## src/rtl/pulse_pkg.sv

```systemverilog
// Shared types and defaults for the TTL pulse generator / analyzer pair.
package pulse_pkg;

  localparam int unsigned CNT_W_DEF   = 32;
  localparam int unsigned COUNT_W_DEF = 16;
  localparam int unsigned TIMEOUT_DEF = 65536;

  typedef enum logic [1:0] {
    IDLE = 2'd0,
    HIGH = 2'd1,
    LOW  = 2'd2,
    DONE = 2'd3
  } state_t;

  // Pulse-train parameters; loopback compares analyzer results against this directly.
  typedef struct packed {
    logic [CNT_W_DEF-1:0]   width;
    logic [CNT_W_DEF-1:0]   period;
    logic [COUNT_W_DEF-1:0] count;
  } pulse_params_t;

endpackage

```

## src/rtl/ttl_input_sync.sv

```systemverilog
// Metastability synchronizer for an asynchronous input plus rise/fall detect.
module ttl_input_sync #(
  parameter int unsigned STAGES = 2
) (
  input  logic clk,
  input  logic rst,
  input  logic din,
  output logic rise_c,
  output logic fall_c
);

  logic [STAGES-1:0] sync_q;
  logic              prev_q;

  // Shift the input through the synchronizer chain and keep one delayed copy.
  always_ff @(posedge clk) begin
    if (rst) begin
      sync_q <= '0;
      prev_q <= 1'b0;
    end else begin
      sync_q <= {sync_q[STAGES-2:0], din};
      prev_q <= sync_q[STAGES-1];
    end
  end

  assign rise_c = sync_q[STAGES-1] & ~prev_q;
  assign fall_c = ~sync_q[STAGES-1] & prev_q;

endmodule

```

## src/rtl/ttl_pulse_analyzer.sv

```systemverilog
// Measures one burst of TTL pulses: first width, first period, count, deviation and stuck-high flags.
module ttl_pulse_analyzer
  import pulse_pkg::*;
#(
  parameter int unsigned CNT_W   = CNT_W_DEF,
  parameter int unsigned COUNT_W = COUNT_W_DEF,
  parameter int unsigned TIMEOUT = TIMEOUT_DEF,
  parameter int unsigned TOL     = 0
) (
  input  logic               clk,
  input  logic               rst,
  input  logic               ttl_in,
  output logic [CNT_W-1:0]   meas_width,
  output logic [CNT_W-1:0]   meas_period,
  output logic [COUNT_W-1:0] meas_count,
  output logic               mismatch,
  output logic               stuck_high,
  output logic               result_valid,
  input  logic               result_ready,
  output logic               busy
);

  localparam int unsigned        DIFF_W   = CNT_W + 1;
  localparam logic [CNT_W-1:0]   HIGH_MAX = CNT_W'(TIMEOUT);
  localparam logic [CNT_W-1:0]   IDLE_MAX = CNT_W'(TIMEOUT - 1);
  localparam logic [DIFF_W-1:0]  TOL_X    = DIFF_W'(TOL);
  localparam logic [CNT_W-1:0]   CNT_ONE  = CNT_W'(1);
  localparam logic [COUNT_W-1:0] PULSE_ONE = COUNT_W'(1);

  state_t            state_q, state_d;
  logic              rise_c, fall_c;
  logic [CNT_W-1:0]  width_cnt, period_cnt, idle_cnt;
  logic              first_c;

  // True when two measurements differ by more than the tolerance (no wrap).
  function automatic logic off_tol(input logic [CNT_W-1:0] a, input logic [CNT_W-1:0] b);
    logic [DIFF_W-1:0] d;
    d = (a >= b) ? ({1'b0, a} - {1'b0, b}) : ({1'b0, b} - {1'b0, a});
    return d > TOL_X;
  endfunction

  function automatic logic [CNT_W-1:0] sat_inc(input logic [CNT_W-1:0] v);
    return (v == '1) ? v : v + CNT_ONE;
  endfunction

  ttl_input_sync #(.STAGES(2)) u_sync (
    .clk    (clk),
    .rst    (rst),
    .din    (ttl_in),
    .rise_c (rise_c),
    .fall_c (fall_c)
  );

  assign first_c = (meas_count == PULSE_ONE);

  // State register.
  always_ff @(posedge clk) begin
    if (rst) state_q <= IDLE;
    else     state_q <= state_d;
  end

  // Next-state logic; a rise beats the idle timeout, a fall beats the stuck timeout.
  always_comb begin
    state_d = state_q;
    case (state_q)
      IDLE: if (rise_c) state_d = HIGH;
      HIGH: begin
        if (fall_c)                      state_d = LOW;
        else if (width_cnt >= HIGH_MAX)  state_d = DONE;
      end
      LOW: begin
        if (rise_c)                      state_d = HIGH;
        else if (idle_cnt >= IDLE_MAX)   state_d = DONE;
      end
      DONE: if (result_valid && result_ready) state_d = IDLE;
      default: state_d = IDLE;
    endcase
  end

  // Counters, latched measurements and registered status outputs.
  always_ff @(posedge clk) begin
    if (rst) begin
      width_cnt    <= '0;
      period_cnt   <= '0;
      idle_cnt     <= '0;
      meas_width   <= '0;
      meas_period  <= '0;
      meas_count   <= '0;
      mismatch     <= 1'b0;
      stuck_high   <= 1'b0;
      result_valid <= 1'b0;
      busy         <= 1'b0;
    end else begin
      result_valid <= (state_d == DONE);
      busy         <= (state_d == HIGH) || (state_d == LOW);
      case (state_q)
        IDLE: begin
          if (rise_c) begin
            width_cnt   <= CNT_ONE;
            period_cnt  <= CNT_ONE;
            meas_count  <= PULSE_ONE;
            meas_width  <= '0;
            meas_period <= '0;
            mismatch    <= 1'b0;
            stuck_high  <= 1'b0;
          end
        end
        HIGH: begin
          width_cnt  <= sat_inc(width_cnt);
          period_cnt <= sat_inc(period_cnt);
          if (fall_c) begin
            idle_cnt <= '0;
            if (first_c)                             meas_width <= width_cnt;
            else if (off_tol(width_cnt, meas_width)) mismatch   <= 1'b1;
          end else if (width_cnt >= HIGH_MAX) begin
            stuck_high <= 1'b1;
            if (first_c) meas_width <= HIGH_MAX;
          end
        end
        LOW: begin
          period_cnt <= sat_inc(period_cnt);
          idle_cnt   <= sat_inc(idle_cnt);
          if (rise_c) begin
            if (first_c)                               meas_period <= period_cnt;
            else if (off_tol(period_cnt, meas_period)) mismatch    <= 1'b1;
            if (meas_count != '1) meas_count <= meas_count + PULSE_ONE;
            width_cnt  <= CNT_ONE;
            period_cnt <= CNT_ONE;
          end
        end
        default: ;
      endcase
    end
  end

endmodule

```

## config.mk

```make
export PLATFORM = sky130hd
export DESIGN_NAME = ttl_pulse_analyzer
export DESIGN_NICKNAME = d
export VERILOG_FILES = /design/src/rtl/pulse_pkg.sv /design/src/rtl/ttl_input_sync.sv /design/src/rtl/ttl_pulse_analyzer.sv
export SDC_FILE = /design/constraint.sdc
export NUM_CORES = 1
export LEC_CHECK = 0
export CORE_MARGIN = 2
export CORE_UTILIZATION = 30
export CTS_CLUSTER_DIAMETER = 200
export DETAILED_ROUTE_END_ITERATION = 10
export GPL_TIMING_DRIVEN = 0
export MAX_ROUTING_LAYER = met4
export PLACE_DENSITY = 0.45
export SYNTH_ARGS = -nofsm -noshare
export SYNTH_HDL_FRONTEND = slang
export SYNTH_SLANG_ARGS = --single-unit
export TNS_END_PERCENT = 50
```

## constraint.sdc

```tcl
create_clock -name clk -period 3.14 [get_ports clk]
set_input_delay 0.314 -clock clk [delete_from_list [all_inputs] [get_ports clk]]
set_output_delay 0.314 -clock clk [all_outputs]
set_load 0.01 [all_outputs]
```

* Word level (Yosys, flattened, before mapping)
Index checks and enable logic that the tools add are counted.
** Word-level totals
- Flip-flop bits (word level) :: 185
- Input port bits :: 4
- Output and inout bits :: 84
** Cells by class
- Add/subtract/negate cells :: 8
- Order comparisons :: 6
- Equality and inequality tests :: 27
- Mux-type cells :: 42
- Bitwise gates (word level) :: 4
- Reduce and logical (&&, ||, !) cells :: 17
** Operators by type and width (number)
- $mux W32 :: 13
- $pmux W32 S2 :: 4
- $sub A32 B32 Y33 :: 4
- $add A32 B1 Y32 const B :: 3
- $eq A32 B32 Y1 const B :: 3
- $pmux W32 S3 :: 1
- $gt A33 B1 Y1 const B :: 2
- $mux W33 :: 2
- $ge A32 B32 Y1 :: 2
- $mux W16 :: 3
- $ge A32 B16 Y1 const B :: 1
- $ge A32 B17 Y1 const B :: 1
- $pmux W16 S2 :: 1
- $ne A2 B2 Y1 const B :: 14
- $add A16 B1 Y16 const B :: 1
- $eq A16 B1 Y1 const B :: 1
- $ne A16 B16 Y1 const B :: 1
- $reduce_and A4 Y1 :: 4
- $mux W2 :: 6
- $mux W1 :: 9
- $eq A2 B2 Y1 const B :: 4
- $pmux W2 S4 :: 1
- $reduce_and A8 Y1 :: 1
- $reduce_bool A2 Y1 :: 4
- other kinds (14) :: 18

* Depth between registers and ports, before layout
Gate-level depths: netlist of the first run.
- Word-level depth :: 7
- Mapped depth :: 15

* Modules after synthesis
Synthesis of the first run repeated with hierarchy kept, for this count alone.
** Unflattened totals
- Cells, all modules :: 2038
- Area, all modules :: 15421.0 µm²
** By module, submodules not included
- ttl_pulse_analyzer :: instances 1, cells an instance 2030, area each 15329.7 µm², seq. area each 3643.5 µm²
- ttl_input_sync :: instances 1, cells an instance 8, area each 91.3 µm², seq. area each 60.1 µm²

* Worst setup path before layout of the first run
OpenSTA, ideal clock, no wires.
- Path kind :: register -> register
- Start :: register meas_period[19]
- End :: register mismatch
- Library setup time :: 72 ps
- Data arrival time :: 3234 ps
- Required time :: 3068 ps
- Path slack :: -166 ps
- Cell stages (with the launch flop) :: 16
- Period minus slack after synthesis :: 3306 ps
- Path through :: dfxtp_1 > inv_1 > ha_1 > buf_1 > a21oi_1 > o21ai_0 > or3_1 > nor3_1 > nor2_1 > xnor2_1 > and4b_1 > nor3b_1 > o22a_1 > a31o_1 > a41oi_1 > mux2i_1
** On the way
- Word-level cells in the longest chain between the ends :: 5
- Elaborated cells on any way between the ends :: 7
- Classes of those cells :: add/sub (2); order compare (2); eq/ne (1); mux (1); reduce/logical (1)
** RTL lines
- start, declared :: RTL line ttl_pulse_analyzer.sv:14 : output logic [CNT_W-1:0] meas_period,
- start signal, assigned :: RTL line ttl_pulse_analyzer.sv:124 : if (first_c) meas_period <= period_cnt;
- $sub A32 B32 Y33 or $ge A32 B32 Y1 (tied branches) :: RTL line ttl_pulse_analyzer.sv:38 : d = (a >= b) ? ({1'b0, a} - {1'b0, b}) : ({1'b0, b} - {1'b0, a});
- $mux W33 * :: RTL line ttl_pulse_analyzer.sv:38
- $gt A33 B1 Y1 * :: RTL line ttl_pulse_analyzer.sv:39 : return d > TOL_X;
- $ne A2 B2 Y1 (no source line) *
- $reduce_and A8 Y1 (no source line) *
- end signal, assigned :: RTL line ttl_pulse_analyzer.sv:89 : mismatch <= 1'b0;
- end signal, assigned :: RTL line ttl_pulse_analyzer.sv:104 : mismatch <= 1'b0;
- end signal, assigned :: RTL line ttl_pulse_analyzer.sv:114 : else if (off_tol(width_cnt, meas_width)) mismatch <= 1'b1;
- end, declared :: RTL line ttl_pulse_analyzer.sv:16 : output logic mismatch,
Mark *: on every way between the ends. The rest lies on a longest branch, timed or not.
A chain may end at the register's enable or synchronous reset.

* Worst setup path after layout of the first run
- Start :: register meas_width[5]
- End :: register mismatch
** On the way
- Word-level cells in the longest chain between the ends :: 5
- Elaborated cells on any way between the ends :: 7
- Classes of those cells :: add/sub (2); order compare (2); eq/ne (1); mux (1); reduce/logical (1)
** RTL lines
- start, declared :: RTL line ttl_pulse_analyzer.sv:13 : output logic [CNT_W-1:0] meas_width,
- start signal, assigned :: RTL line ttl_pulse_analyzer.sv:113 : if (first_c) meas_width <= width_cnt;
- $sub A32 B32 Y33 or $ge A32 B32 Y1 (tied branches) :: RTL line ttl_pulse_analyzer.sv:38
- $mux W33 * :: RTL line ttl_pulse_analyzer.sv:38
- $gt A33 B1 Y1 * :: RTL line ttl_pulse_analyzer.sv:39
- $ne A2 B2 Y1 (no source line) *
- $reduce_and A8 Y1 (no source line) *
Marks and branches as above.

==> results of run 1 <==
[through the flow]
stage               area, um^2  total power [mW]
finish                   20200              5.25
global route             20200              5.46
CTS                      19400              5.32
detailed placement       17400              2.89
global placement         17400              2.89
floorplan                15700              2.73
[cells in the final DEF (no fill, tap or decap), drive strengths merged, types with 9 or more instances in the layout]
master | synthesis | layout
ha | 139 | 139
nor2 | 190 | 190
o21bai | 31 | 31
a21oi | 247 | 247
dfxtp | 185 | 185
a31oi | 21 | 21
a211oi | 13 | 13
o21a | 17 | 17
and4 | 13 | 13
or3 | 24 | 24
nand2b | 22 | 22
nand2 | 224 | 224
a21o | 43 | 43
clkdlybuf4s50 | 0 | 87
clkbuf | 75 | 81
nor3 | 41 | 41
nor4 | 34 | 34
buf | 33 | 109
nand3 | 117 | 117
inv | 166 | 175
nor2b | 28 | 28
nand4 | 55 | 55
and3 | 29 | 29
o21ai | 108 | 108
xor2 | 50 | 50
mux2i | 9 | 9
and2 | 9 | 9
a221oi | 9 | 9
xnor2 | 109 | 109
[state kept, by name (all words and copies together), names as in the netlist]
name           cells
u_sync.sync_q      2
meas_period       32
mismatch           1
state_q            2
busy               1
meas_count        16
meas_width        32
stuck_high         1
width_cnt         32
idle_cnt          32
u_sync.prev_q      1
period_cnt        32
result_valid       1
[power by group through the flow]
stage / clock network (mW) / logic [mW] / registers (mW)
after global placement: 0 / 0.475 / 2.42
after CTS: 2.43 / 0.541 / 2.35
after global routing: 2.51 / 0.609 / 2.34
final: 2.33 / 0.568 / 2.34
after detailed placement: 0 / 0.474 / 2.42
after floorplan: 0 / 0.312 / 2.41
[worst max path at each step]
stage,from,end,slack [ns]
4_1_cts,meas_width[5]$_SDFFE_PP0P_,mismatch$_SDFFE_PP0P_,-0.38
5_1_grt,meas_period[14]$_SDFFE_PP0P_,mismatch$_SDFFE_PP0P_,-0.44
6_report,meas_width[5]$_SDFFE_PP0P_,mismatch$_SDFFE_PP0P_,-0.34
2_1_floorplan,meas_width[5]$_SDFFE_PP0P_,mismatch$_SDFFE_PP0P_,0.0003
3_5_place_dp,width_cnt[18]$_SDFFE_PP0P_,mismatch$_SDFFE_PP0P_,-1.33
3_3_place_gp,width_cnt[18]$_SDFFE_PP0P_,mismatch$_SDFFE_PP0P_,-1.40
[routing by layer]
metal / part of all wire [%] / global-route usage (%) / vias to the layer above
met5: 0 / - / -
met4: 2.7 / 7.59 / 0
met3: 4.5 / 4.11 / 68
met2: 43 / 33.9 / 389
met1: 49 / 31.5 / 7966
li1: - / - / 7961
[what timing repair did]
action,CTS,global route
resized for setup,284,184
buffers inserted,52,26
endpoints found under the setup margin,71,55
hold buffers,0,0
pin swaps,59,49
[cells by family after synthesis]
| family | synth area share, % |
|---|---|
| adders and majority gates | 11.1 |
| muxes | 0.866 |
| buffers and inverters | 6.94 |
| AOI/OAI and AO/OA | 23.3 |
| xor gates and xnor gates | 8.92 |
| DFF | 23.7 |
| and+or+nand+nor | 25.1 |
[layout make-up]
type	instances	area, um^2	area share (%)
Buffer	95	552	2.73
Clock buffer	17	425	2.10
Clock inverter	15	175	0.867
Inverter	166	623	3.08
Multi-Input combinational cell	1703	12300	60.6
Sequential cell	185	3860	19.1
Tap cell	680	851	4.21
Timing Repair Buffer	165	1470	7.27
[worst reg2reg max path: stages, from the launching register on]
cell	delay, ns
sky130_fd_sc_hd__dfxtp_2	0.34
sky130_fd_sc_hd__inv_2	0.04
sky130_fd_sc_hd__ha_4	0.25
sky130_fd_sc_hd__buf_6	0.12
sky130_fd_sc_hd__and4_4	0.25
sky130_fd_sc_hd__o21ai_4	0.08
sky130_fd_sc_hd__a21oi_1	0.40
sky130_fd_sc_hd__o41ai_4	0.16
sky130_fd_sc_hd__o21ai_2	0.26
sky130_fd_sc_hd__a41oi_1	0.22
sky130_fd_sc_hd__o31ai_1	0.13
sky130_fd_sc_hd__nand4_1	0.12
sky130_fd_sc_hd__or4b_4	0.52
sky130_fd_sc_hd__o41ai_4	0.09
sky130_fd_sc_hd__a41oi_2	0.21
sky130_fd_sc_hd__mux2i_1	0.16
==> impl_summary.log, run 1 <==
[metrics] worst clock skew: 0.0145 ns
[metrics] wire length of the first global-routing pass: 92.6 mm
[metrics] Synth-to-Final Area Change: 29.5%
[metrics] share of async-settable or async-resettable flops after synthesis: 0%
[metrics] critical path's slowest cell: sky130_fd_sc_hd__or4b_4
[metrics] Core Box Area: 51,400 um^2
[metrics] leakage power summed over all cells: 7.83 nW
[metrics] ant diodes: 0
[metrics] worst skew pair latency: 0.51 ns
[metrics] buffer and inverter count on the worst path: 2
[metrics] FF-to-FF setup slack: -0.34 ns
[metrics] worst hold slack after final layout: 0.375 ns
[metrics] largest stage delay on the critical path: 0.52 ns
[metrics] maximum fanout encountered on the critical timing path: 6
[metrics] CTS clk-pin slew, worst paths: 0.08 ns
[metrics] count of placed standard cells including taps: 2,929
[metrics] Relative slew margins: 42.5%
[metrics] number of rows created at floorplan: 83
[metrics] power share of the sequential group: 44.7%
[metrics] number of vias per cell: 5.41
[metrics] proportion of power drawn by combinational gates: 10.8%
[metrics] TritonCTS clock tree: yes
[metrics] result of the run: finished, violations left
[metrics] f_max: 287 MHz
[metrics] fillers: 5,449
[metrics] final global-route overflow total: 0
[metrics] I/O Pins: 88
[metrics] Finished Core Util: 39.3%
[metrics] maximum resistive drop on vdd: 0.430 mV
[metrics] critical path class: flop to flop
[metrics] post-synthesis average cell area: 7.22 um^2
[metrics] number of enable flip-flop cells after synthesis: 0
[metrics] instance count of the mapped netlist: 2,162
[metrics] worst reg2reg endpoint: mismatch$_SDFFE_PP0P_
[metrics] power per cell area: 260 nW/um^2
[metrics] fraction of the cycle the final worst path needs: 111%
[metrics] pin count of the biggest net entering global routing: 20
[metrics] Hold Path Origin: ttl_in
[metrics] R2R Path Start: meas_width[5]$_SDFFE_PP0P_
[metrics] Worst Hold Path Cells: 2
[metrics] H-tree depth reported by CTS: 4
[metrics] total DRC errors in the routed layout: 0
[metrics] transition time at the pin with the least slew margin: 0.863 ns
[metrics] total clock buffers created by CTS: 17
[metrics] initial standard-cell utilization of the core: 30.4%
[metrics] Critical Path AT: 3.87 ns
[metrics] number of hold violations in the final report: 0
[metrics] final critical-path setup slack: -0.342 ns
[metrics] reg2reg path depth: 15
[metrics] most frequent cell after synthesis: sky130_fd_sc_hd__a21oi_1
[metrics] Post-synth top flop: sky130_fd_sc_hd__dfxtp_1
[metrics] Port Buffer Count: 87
[metrics] Final Max Slew Viols: 0
[metrics] Synth area leaders: sky130_fd_sc_hd__dfxtp_1, sky130_fd_sc_hd__ha_1, sky130_fd_sc_hd__a21oi_1
[metrics] most numerous cell on the critical path: sky130_fd_sc_hd__o41ai_4
[metrics] fin nets: 2,476
[metrics] crit path launch type: flop
[metrics] max capacitance violation total: 0
[metrics] number of nets with antenna violations after routing: 0
[metrics] clock sink total: 185
[metrics] post-route non-filler standard cell count: 3,026
[metrics] initial antenna violation count: 0
[metrics] Hold/Removal Path Class: input port to flop
[metrics] synthesis-stage register bit count: 185
[metrics] die boundary width: 232 um
[metrics] area of the mapped netlist: 15,600 um^2
[metrics] via count: 16,400
[metrics] proportion of layout cells with a drive suffix above 1: 20.8%
[metrics] via count of the first global-routing pass: 15,600
[metrics] gpl congestion: 0.956
[metrics] Final setup viols: 1
[metrics] share of the synthesized area in the top cell type: 23.7%
[metrics] final period demand of the worst path: 3.48 ns
[metrics] internal power component: 3.69 mW
[metrics] dpl hpwl: 46.8 mm
[metrics] clk buf depth: 2
[metrics] share of power burned in the clock network: 44.5%
[metrics] setup TNS: -0.342 ns
[metrics] die height: 232 um
[metrics] Crit. path cell count: 15
[metrics] Largest delay share family, worst path: compound AO/OA/AOI/OAI gates
[metrics] fraction of power spent switching nets: 29.7%
[metrics] warning count from the yosys run: 0
[metrics] hold path endpoint: u_sync.sync_q[0]$_SDFF_PP0_
[metrics] DIE AREA: 53,900 um^2
[metrics] top cell types by occurrence after synthesis: sky130_fd_sc_hd__a21oi_1, sky130_fd_sc_hd__nand2_1, sky130_fd_sc_hd__nor2_1
[metrics] mean routed wirelength per cell: 20.1 um
[metrics] global-route total usage across every layer: 23.0%
[metrics] RSZ-0062 raised after global routing: yes
[metrics] Synthesized Nets: 2,305
[metrics] clk root buf: sky130_fd_sc_hd__clkbuf_16
[metrics] sequential fraction of the synthesis area: 23.7%
[metrics] First-pass DRT Iterations: 5
[metrics] Sw Pwr: 1.56 mW
[metrics] number of design-rule violations left by the first detailed-router iteration: 1,036
[metrics] DP Worst Slack: -1.33 ns
[metrics] required time of the critical path: 3.53 ns
[metrics] critical-path cell list: inv_2 > ha_4 > buf_6 > and4_4 > o21ai_4 > a21oi_1 > o41ai_4 > o21ai_2 > a41oi_1 > o31ai_1 > nand4_1 > or4b_4 > o41ai_4 > a41oi_2 > mux2i_1
[metrics] aggregate routed wire length: 60.9 mm
[metrics] Yosys top cell by area: sky130_fd_sc_hd__dfxtp_1
[metrics] nature of the critical path endpoint: flop
[metrics] violated checks: negative setup slack
[metrics] Yosys cell types: 80
Power figures use the tool's default switching activity.
==> inputs of run 2 (changes only) <==
--- a/config.mk
+++ b/config.mk
@@ -5,6 +5,7 @@
 export SDC_FILE = /design/constraint.sdc
 export NUM_CORES = 1
 export LEC_CHECK = 0
+export CORE_ASPECT_RATIO = 0.6
 export CORE_MARGIN = 2
 export CORE_UTILIZATION = 30
 export CTS_CLUSTER_DIAMETER = 200
==> run 2 against run 1 <==
- the run still ends with negative setup slack left
- worst hold slack better by 0.093 ns
- worst setup slack worse by 0.13 ns
- via count up 1.8%
- cell area up 1.4%
- first-iteration DRC count up 41%
- clock skew about the same
- final cell count up 1.4%
- clock-buffer cell count up 1
- sequential cell count unchanged
- largest cell class unchanged
- largest power group is now clock
==> impl_summary.log, run 2 (synthesized netlist as in run 1, its figures left out) <==
[metrics] result of the run: finished, violations left
[metrics] violated checks: negative setup slack
[metrics] RSZ-0062 raised after global routing: yes
[metrics] worst skew pair latency: 0.49 ns
[metrics] crit path launch type: flop
[metrics] power per cell area: 262 nW/um^2
[metrics] ant diodes: 0
[metrics] Core Box Area: 51,200 um^2
[metrics] Sw Pwr: 1.59 mW
[metrics] aggregate routed wire length: 64.7 mm
[metrics] transition time at the pin with the least slew margin: 1.01 ns
[metrics] number of hold violations in the final report: 0
[metrics] FF-to-FF setup slack: -0.47 ns
[metrics] R2R Path Start: meas_period[11]$_SDFFE_PP0P_
[metrics] Final Max Slew Viols: 0
[metrics] Synth-to-Final Area Change: 31.3%
[metrics] most common library cell in the layout ignoring fill and taps: sky130_fd_sc_hd__nand2_1
[metrics] clk root buf: sky130_fd_sc_hd__clkbuf_16
[metrics] DIE AREA: 53,900 um^2
[metrics] TritonCTS clock tree: yes
[metrics] via count: 16,700
[metrics] final global-route overflow total: 0
[metrics] area occupied by registers: 3860 um^2
[metrics] proportion of layout cells with a drive suffix above 1: 21.2%
[metrics] fillers: 5,350
[metrics] worst reg2reg endpoint: mismatch$_SDFFE_PP0P_
[metrics] gpl congestion: 0.960
[metrics] required time of the critical path: 3.52 ns
[metrics] area used by multi-input combinational logic: 12,300 um^2
[metrics] final critical-path setup slack: -0.471 ns
[metrics] power share of the sequential group: 43.6%
[metrics] f_max: 277 MHz
[metrics] Critical Path AT: 3.99 ns
[metrics] number of design-rule violations left by the first detailed-router iteration: 1,465
[metrics] Relative slew margins: 32.0%
[metrics] most used cells in the layout excluding fill and tap cells: sky130_fd_sc_hd__nand2_1, sky130_fd_sc_hd__a21oi_1, sky130_fd_sc_hd__nor2_1, sky130_fd_sc_hd__inv_1
[metrics] fin nets: 2,505
[metrics] reg2reg path depth: 16
[metrics] wire length of the first global-routing pass: 97.1 mm
[metrics] max capacitance violation total: 0
[metrics] clock sink total: 185
[metrics] total clock buffers created by CTS: 17
[metrics] number of nets with antenna violations after routing: 0
[metrics] worst clock skew: 0.0146 ns
[metrics] proportion of power drawn by combinational gates: 11.2%
[metrics] First-pass DRT Iterations: 7
[metrics] via count of the first global-routing pass: 15,100
[metrics] total DRC errors in the routed layout: 0
[metrics] dpl hpwl: 50.7 mm
[metrics] initial antenna violation count: 0
[metrics] number of rows created at floorplan: 64
[metrics] Worst Hold Path Cells: 1
[metrics] fraction of the cycle the final worst path needs: 115%
[metrics] global-route total usage across every layer: 24.1%
[metrics] final total power: 5.37 mW
[metrics] Final setup viols: 1
[metrics] Port Buffer Count: 87
[metrics] mean routed wirelength per cell: 21.1 um
[metrics] CTS clk-pin slew, worst paths: 0.08 ns
[metrics] pin count of the biggest net entering global routing: 20
[metrics] hold path endpoint: u_sync.sync_q[1]$_SDFF_PP0_
[metrics] leakage power summed over all cells: 8.04 nW
[metrics] clk buf depth: 2
[metrics] Hold/Removal Path Class: flop to flop
[metrics] I/O Pins: 88
[metrics] DP Worst Slack: -1.25 ns
[metrics] maximum resistive drop on vdd: 0.417 mV
[metrics] maximum fanout encountered on the critical timing path: 10
[metrics] critical path class: flop to flop
[metrics] die boundary width: 298 um
[metrics] nature of the critical path endpoint: flop
[metrics] number of vias per cell: 5.44
[metrics] fraction of power spent switching nets: 29.7%
[metrics] Post-CTS Hold Buffers: 0
[metrics] H-tree depth reported by CTS: 4
[metrics] Hold Path Origin: u_sync.sync_q[0]$_SDFF_PP0_
[metrics] final period demand of the worst path: 3.61 ns
[metrics] internal power component: 3.78 mW
[metrics] share of power burned in the clock network: 45.2%
[metrics] die height: 181 um
[metrics] initial standard-cell utilization of the core: 30.5%
## run 2: cell count changes in the layout (fill, tap and decap cells not counted), sizes merged
cell    previous run  this run
clkinv             4         5
buf              109       139
bufinv             1         2
inv              175       172
## run 2: metal layers
layer	up-vias	wire (um)	global-route usage, %
met1	8103	36300	39.6
li1	8040	-	-
met5	-	0	-
met2	507	23600	30.0
met4	0	535	3.52
met3	31	4330	3.29
## run 2: cell type report
class,count,share of cell area [%]
Timing Repair Buffer,194,8.17
Sequential cell,185,18.8
Clock inverter,14,0.977
Tap cell,693,4.23
Multi-Input combinational cell,1703,59.8
Inverter,166,3.06
Buffer,95,2.78
Clock buffer,18,2.09
## run 2: timing repair
action / in CTS / in global routing
resized for setup: 279 / 185
setup endpoints to repair: 124 / 103
pin swaps: 54 / 62
gates cloned: 0 / 0
buffers inserted: 59 / 48
## run 2: power by group through the flow
stage	Sequential (mW)	Combinational, mW	Clock [mW]
6_report	2.34	0.599	2.43
2_1_floorplan	2.41	0.312	0
3_3_place_gp	2.42	0.496	0
3_5_place_dp	2.42	0.494	0
5_1_grt	2.34	0.634	2.59
4_1_cts	2.35	0.563	2.50
## run 2: worst max-delay path, cell delays in order, from the launching register on
cell,delay (ns)
sky130_fd_sc_hd__dfxtp_2,0.36
sky130_fd_sc_hd__inv_1,0.08
sky130_fd_sc_hd__ha_4,0.28
sky130_fd_sc_hd__buf_6,0.15
sky130_fd_sc_hd__nand2_1,0.19
sky130_fd_sc_hd__nor2_2,0.22
sky130_fd_sc_hd__nand3_1,0.11
sky130_fd_sc_hd__o21bai_2,0.27
sky130_fd_sc_hd__a22o_4,0.29
sky130_fd_sc_hd__o21ai_4,0.18
sky130_fd_sc_hd__buf_4,0.16
sky130_fd_sc_hd__buf_4,0.11
sky130_fd_sc_hd__nand2_1,0.09
sky130_fd_sc_hd__o41ai_4,0.45
sky130_fd_sc_hd__a31o_1,0.32
sky130_fd_sc_hd__a41oi_2,0.08
sky130_fd_sc_hd__mux2i_1,0.16
## run 2: worst max-delay path by stage
stage	from	to	slack, ns	cells past startpoint
2_1_floorplan	meas_width[5]$_SDFFE_PP0P_	mismatch$_SDFFE_PP0P_	0.0003	15
3_5_place_dp	meas_width[1]$_SDFFE_PP0P_	mismatch$_SDFFE_PP0P_	-1.25	14
6_report	meas_period[11]$_SDFFE_PP0P_	mismatch$_SDFFE_PP0P_	-0.47	16
3_3_place_gp	meas_width[1]$_SDFFE_PP0P_	mismatch$_SDFFE_PP0P_	-1.38	14
4_1_cts	period_cnt[1]$_SDFFE_PP0P_	mismatch$_SDFFE_PP0P_	-0.44	13
5_1_grt	meas_width[8]$_SDFFE_PP0P_	mismatch$_SDFFE_PP0P_	-0.55	15
## run 2: stage by stage
step                      hold slack, ns  setup TNS [ns]  std cells  util [%]  instance area (um^2)
after floorplan                    0.414               0       2162         -                 15700
after global placement             0.436          -40.41       2942      34.0                 17400
after detailed placement           0.439          -42.09       2942      34.0                 17400
after CTS                          0.469          -0.443       3028      38.2                 19600
after global routing               0.473          -0.551       3068      40.0                 20500
final                              0.469          -0.471       3068      40.0                 20500
==> inputs of run 3 (changes only) <==
--- a/config.mk
+++ b/config.mk
@@ -11,7 +11,6 @@
 export CTS_CLUSTER_DIAMETER = 200
 export DETAILED_ROUTE_END_ITERATION = 10
 export GPL_TIMING_DRIVEN = 0
-export MAX_ROUTING_LAYER = met4
 export PLACE_DENSITY = 0.45
 export SYNTH_ARGS = -nofsm -noshare
 export SYNTH_HDL_FRONTEND = slang
==> run 3 against run 2 <==
- the run still ends with negative setup slack left
- total power is 0.98% lower
- die area stayed put
- sequential power hardly changed
- worst hold slack better by 0.0071 ns
- sequential cell count stayed put
- first-iteration DRC count is 4.2% higher
- clock-buffer cell count stayed put
- non-clock buffer count stayed put
- largest power group is now sequential cells
==> impl_summary.log, run 3 (synthesized netlist as in run 1, its figures left out) <==
[metrics] via count: 16,800
[metrics] gpl congestion: 0.955
[metrics] Final setup viols: 1
[metrics] maximum resistive drop on vdd: 0.451 mV
[metrics] Core Box Area: 51,200 um^2
[metrics] clock sink total: 185
[metrics] worst skew pair latency: 0.49 ns
[metrics] number of rows created at floorplan: 64
[metrics] TritonCTS clock tree: yes
[metrics] Largest delay share family, worst path: compound AO/OA/AOI/OAI gates
[metrics] initial antenna violation count: 2
[metrics] leakage power summed over all cells: 8.10 nW
[metrics] total clock buffers created by CTS: 17
[metrics] number of nets with antenna violations after routing: 0
[metrics] number of design-rule violations left by the first detailed-router iteration: 1,527
[metrics] maximum fanout encountered on the critical timing path: 4
[metrics] mean routed wirelength per cell: 21.3 um
[metrics] FF-to-FF setup slack: -0.44 ns
[metrics] Synth-to-Final Area Change: 33.3%
[metrics] proportion of layout cells with a drive suffix above 1: 22.9%
[metrics] power per cell area: 256 nW/um^2
[metrics] buffer and inverter count on the worst path: 2
[metrics] number of vias per cell: 5.46
[metrics] final period demand of the worst path: 3.58 ns
[metrics] clk buf depth: 2
[metrics] Relative slew margins: 37.7%
[metrics] transition time at the pin with the least slew margin: 0.935 ns
[metrics] die boundary width: 298 um
[metrics] RSZ-0062 raised after global routing: yes
[metrics] Crit. path cell count: 15
[metrics] fraction of the cycle the final worst path needs: 114%
[metrics] f_max: 279 MHz
[metrics] I/O Pins: 88
[metrics] Worst Hold Path Cells: 2
[metrics] critical path class: flop to flop
[metrics] clk root buf: sky130_fd_sc_hd__clkbuf_16
[metrics] crit path launch type: flop
[metrics] global-route total usage across every layer: 23.5%
[metrics] area occupied by registers: 3850 um^2
[metrics] most common library cell in the layout ignoring fill and taps: sky130_fd_sc_hd__nand2_1
[metrics] fillers: 5,365
[metrics] Final Max Slew Viols: 0
[metrics] result of the run: finished, violations left
[metrics] Critical Path AT: 3.96 ns
[metrics] Hold/Removal Path Class: flop to flop
[metrics] via count of the first global-routing pass: 15,500
[metrics] critical path's slowest cell: sky130_fd_sc_hd__o41ai_4
[metrics] number of hold violations in the final report: 0
[metrics] initial standard-cell utilization of the core: 30.5%
[metrics] nature of the critical path endpoint: flop
[metrics] final critical-path setup slack: -0.439 ns
[metrics] wire length of the first global-routing pass: 98.0 mm
[metrics] max capacitance violation total: 0
[metrics] final global-route overflow total: 0
[metrics] Port Buffer Count: 87
[metrics] reg2reg path depth: 15
[metrics] critical-path cell list: inv_1 > ha_1 > nand4_1 > buf_4 > nor2_2 > a221o_1 > a31oi_4 > o21ai_2 > a221oi_2 > xor2_1 > nand2_1 > o41ai_4 > a31o_1 > a41oi_2 > mux2i_1
[metrics] First-pass DRT Iterations: 5
[metrics] total DRC errors in the routed layout: 0
[metrics] dpl hpwl: 50.4 mm
[metrics] die height: 181 um
[metrics] ant diodes: 0
[metrics] DP Worst Slack: -1.56 ns
[metrics] violated checks: negative setup slack
[metrics] worst clock skew: 0.0175 ns
[metrics] DIE AREA: 53,900 um^2
[metrics] required time of the critical path: 3.52 ns
[metrics] worst hold slack after final layout: 0.476 ns
[metrics] pin count of the biggest net entering global routing: 20
[metrics] most used cells in the layout excluding fill and tap cells: sky130_fd_sc_hd__nand2_1, sky130_fd_sc_hd__a21oi_1, sky130_fd_sc_hd__nor2_1, sky130_fd_sc_hd__inv_1, sky130_fd_sc_hd__buf_4
[metrics] largest stage delay on the critical path: 0.48 ns
[metrics] H-tree depth reported by CTS: 4
[metrics] CTS clk-pin slew, worst paths: 0.08 ns
[metrics] fin nets: 2,505
[metrics] area used by multi-input combinational logic: 12,600 um^2
[metrics] aggregate routed wire length: 65.2 mm
run 3: worst register-to-register path, cell delays in order, from the launching register on:
cell	delay (ns)
sky130_fd_sc_hd__dfxtp_2	0.37
sky130_fd_sc_hd__inv_1	0.05
sky130_fd_sc_hd__ha_1	0.36
sky130_fd_sc_hd__nand4_1	0.16
sky130_fd_sc_hd__buf_4	0.15
sky130_fd_sc_hd__nor2_2	0.06
sky130_fd_sc_hd__a221o_1	0.33
sky130_fd_sc_hd__a31oi_4	0.24
sky130_fd_sc_hd__o21ai_2	0.12
sky130_fd_sc_hd__a221oi_2	0.32
sky130_fd_sc_hd__xor2_1	0.17
sky130_fd_sc_hd__nand2_1	0.11
sky130_fd_sc_hd__o41ai_4	0.48
sky130_fd_sc_hd__a31o_1	0.32
sky130_fd_sc_hd__a41oi_2	0.09
sky130_fd_sc_hd__mux2i_1	0.16
run 3: final cells by class:
class	count	area share, %
multi-input cells	1703	60.5
flip-flops and latches	185	18.5
clock inverters	14	0.746
repair buffers	196	8.19
inverters	166	3.01
well taps	693	4.17
clock buffers	18	2.06
plain buffers	93	2.76
run 3: path summary, 6_finish.rpt:
| check | startpoint | to |
|---|---|---|
| hold / removal | meas_period[14]$_SDFFE_PP0P_ | meas_period[14]$_SDFFE_PP0P_ |
| setup / recovery | meas_period[10]$_SDFFE_PP0P_ | mismatch$_SDFFE_PP0P_ |
| setup reg to reg | meas_period[10]$_SDFFE_PP0P_ | mismatch$_SDFFE_PP0P_ |
| hold reg to reg | meas_period[14]$_SDFFE_PP0P_ | meas_period[14]$_SDFFE_PP0P_ |
run 3: per-layer routing:
metal	up-vias	global-route usage [%]	part of all wire [%]
met1	8170	39.5	55
met5	-	0	0
met3	26	4.62	7.3
met2	528	29.9	37
met4	0	2.83	0.56
li1	8037	-	-
run 3: stage by stage:
step	instance area [um^2]	std cells	total power [mW]	utilization (%)	setup TNS, ns
6_report	20800	3068	5.32	40.6	-0.439
5_1_grt	20800	3068	5.50	40.6	-0.508
4_1_cts	19700	3031	5.32	38.4	-0.438
3_5_place_dp	17400	2942	2.91	34.0	-39.44
3_3_place_gp	17400	2942	2.91	34.0	-37.82
2_1_floorplan	15700	2162	2.73	-	0
run 3: timing repair:
action,in CTS,in global routing
buffers inserted,64,45
hold buffers,0,0
pin swaps,58,87
cloned,0,0
resized for setup,298,250
setup endpoints to repair,115,76
hold endpoints to repair,0,0
run 3: report_power, final:
| part | switching [mW] | total, mW | internal, mW |
|---|---|---|---|
| clock | 1.23 | 2.30 | 1.07 |
| sequential | 0.0106 | 2.34 | 2.33 |
| combinational | 0.412 | 0.675 | 0.263 |
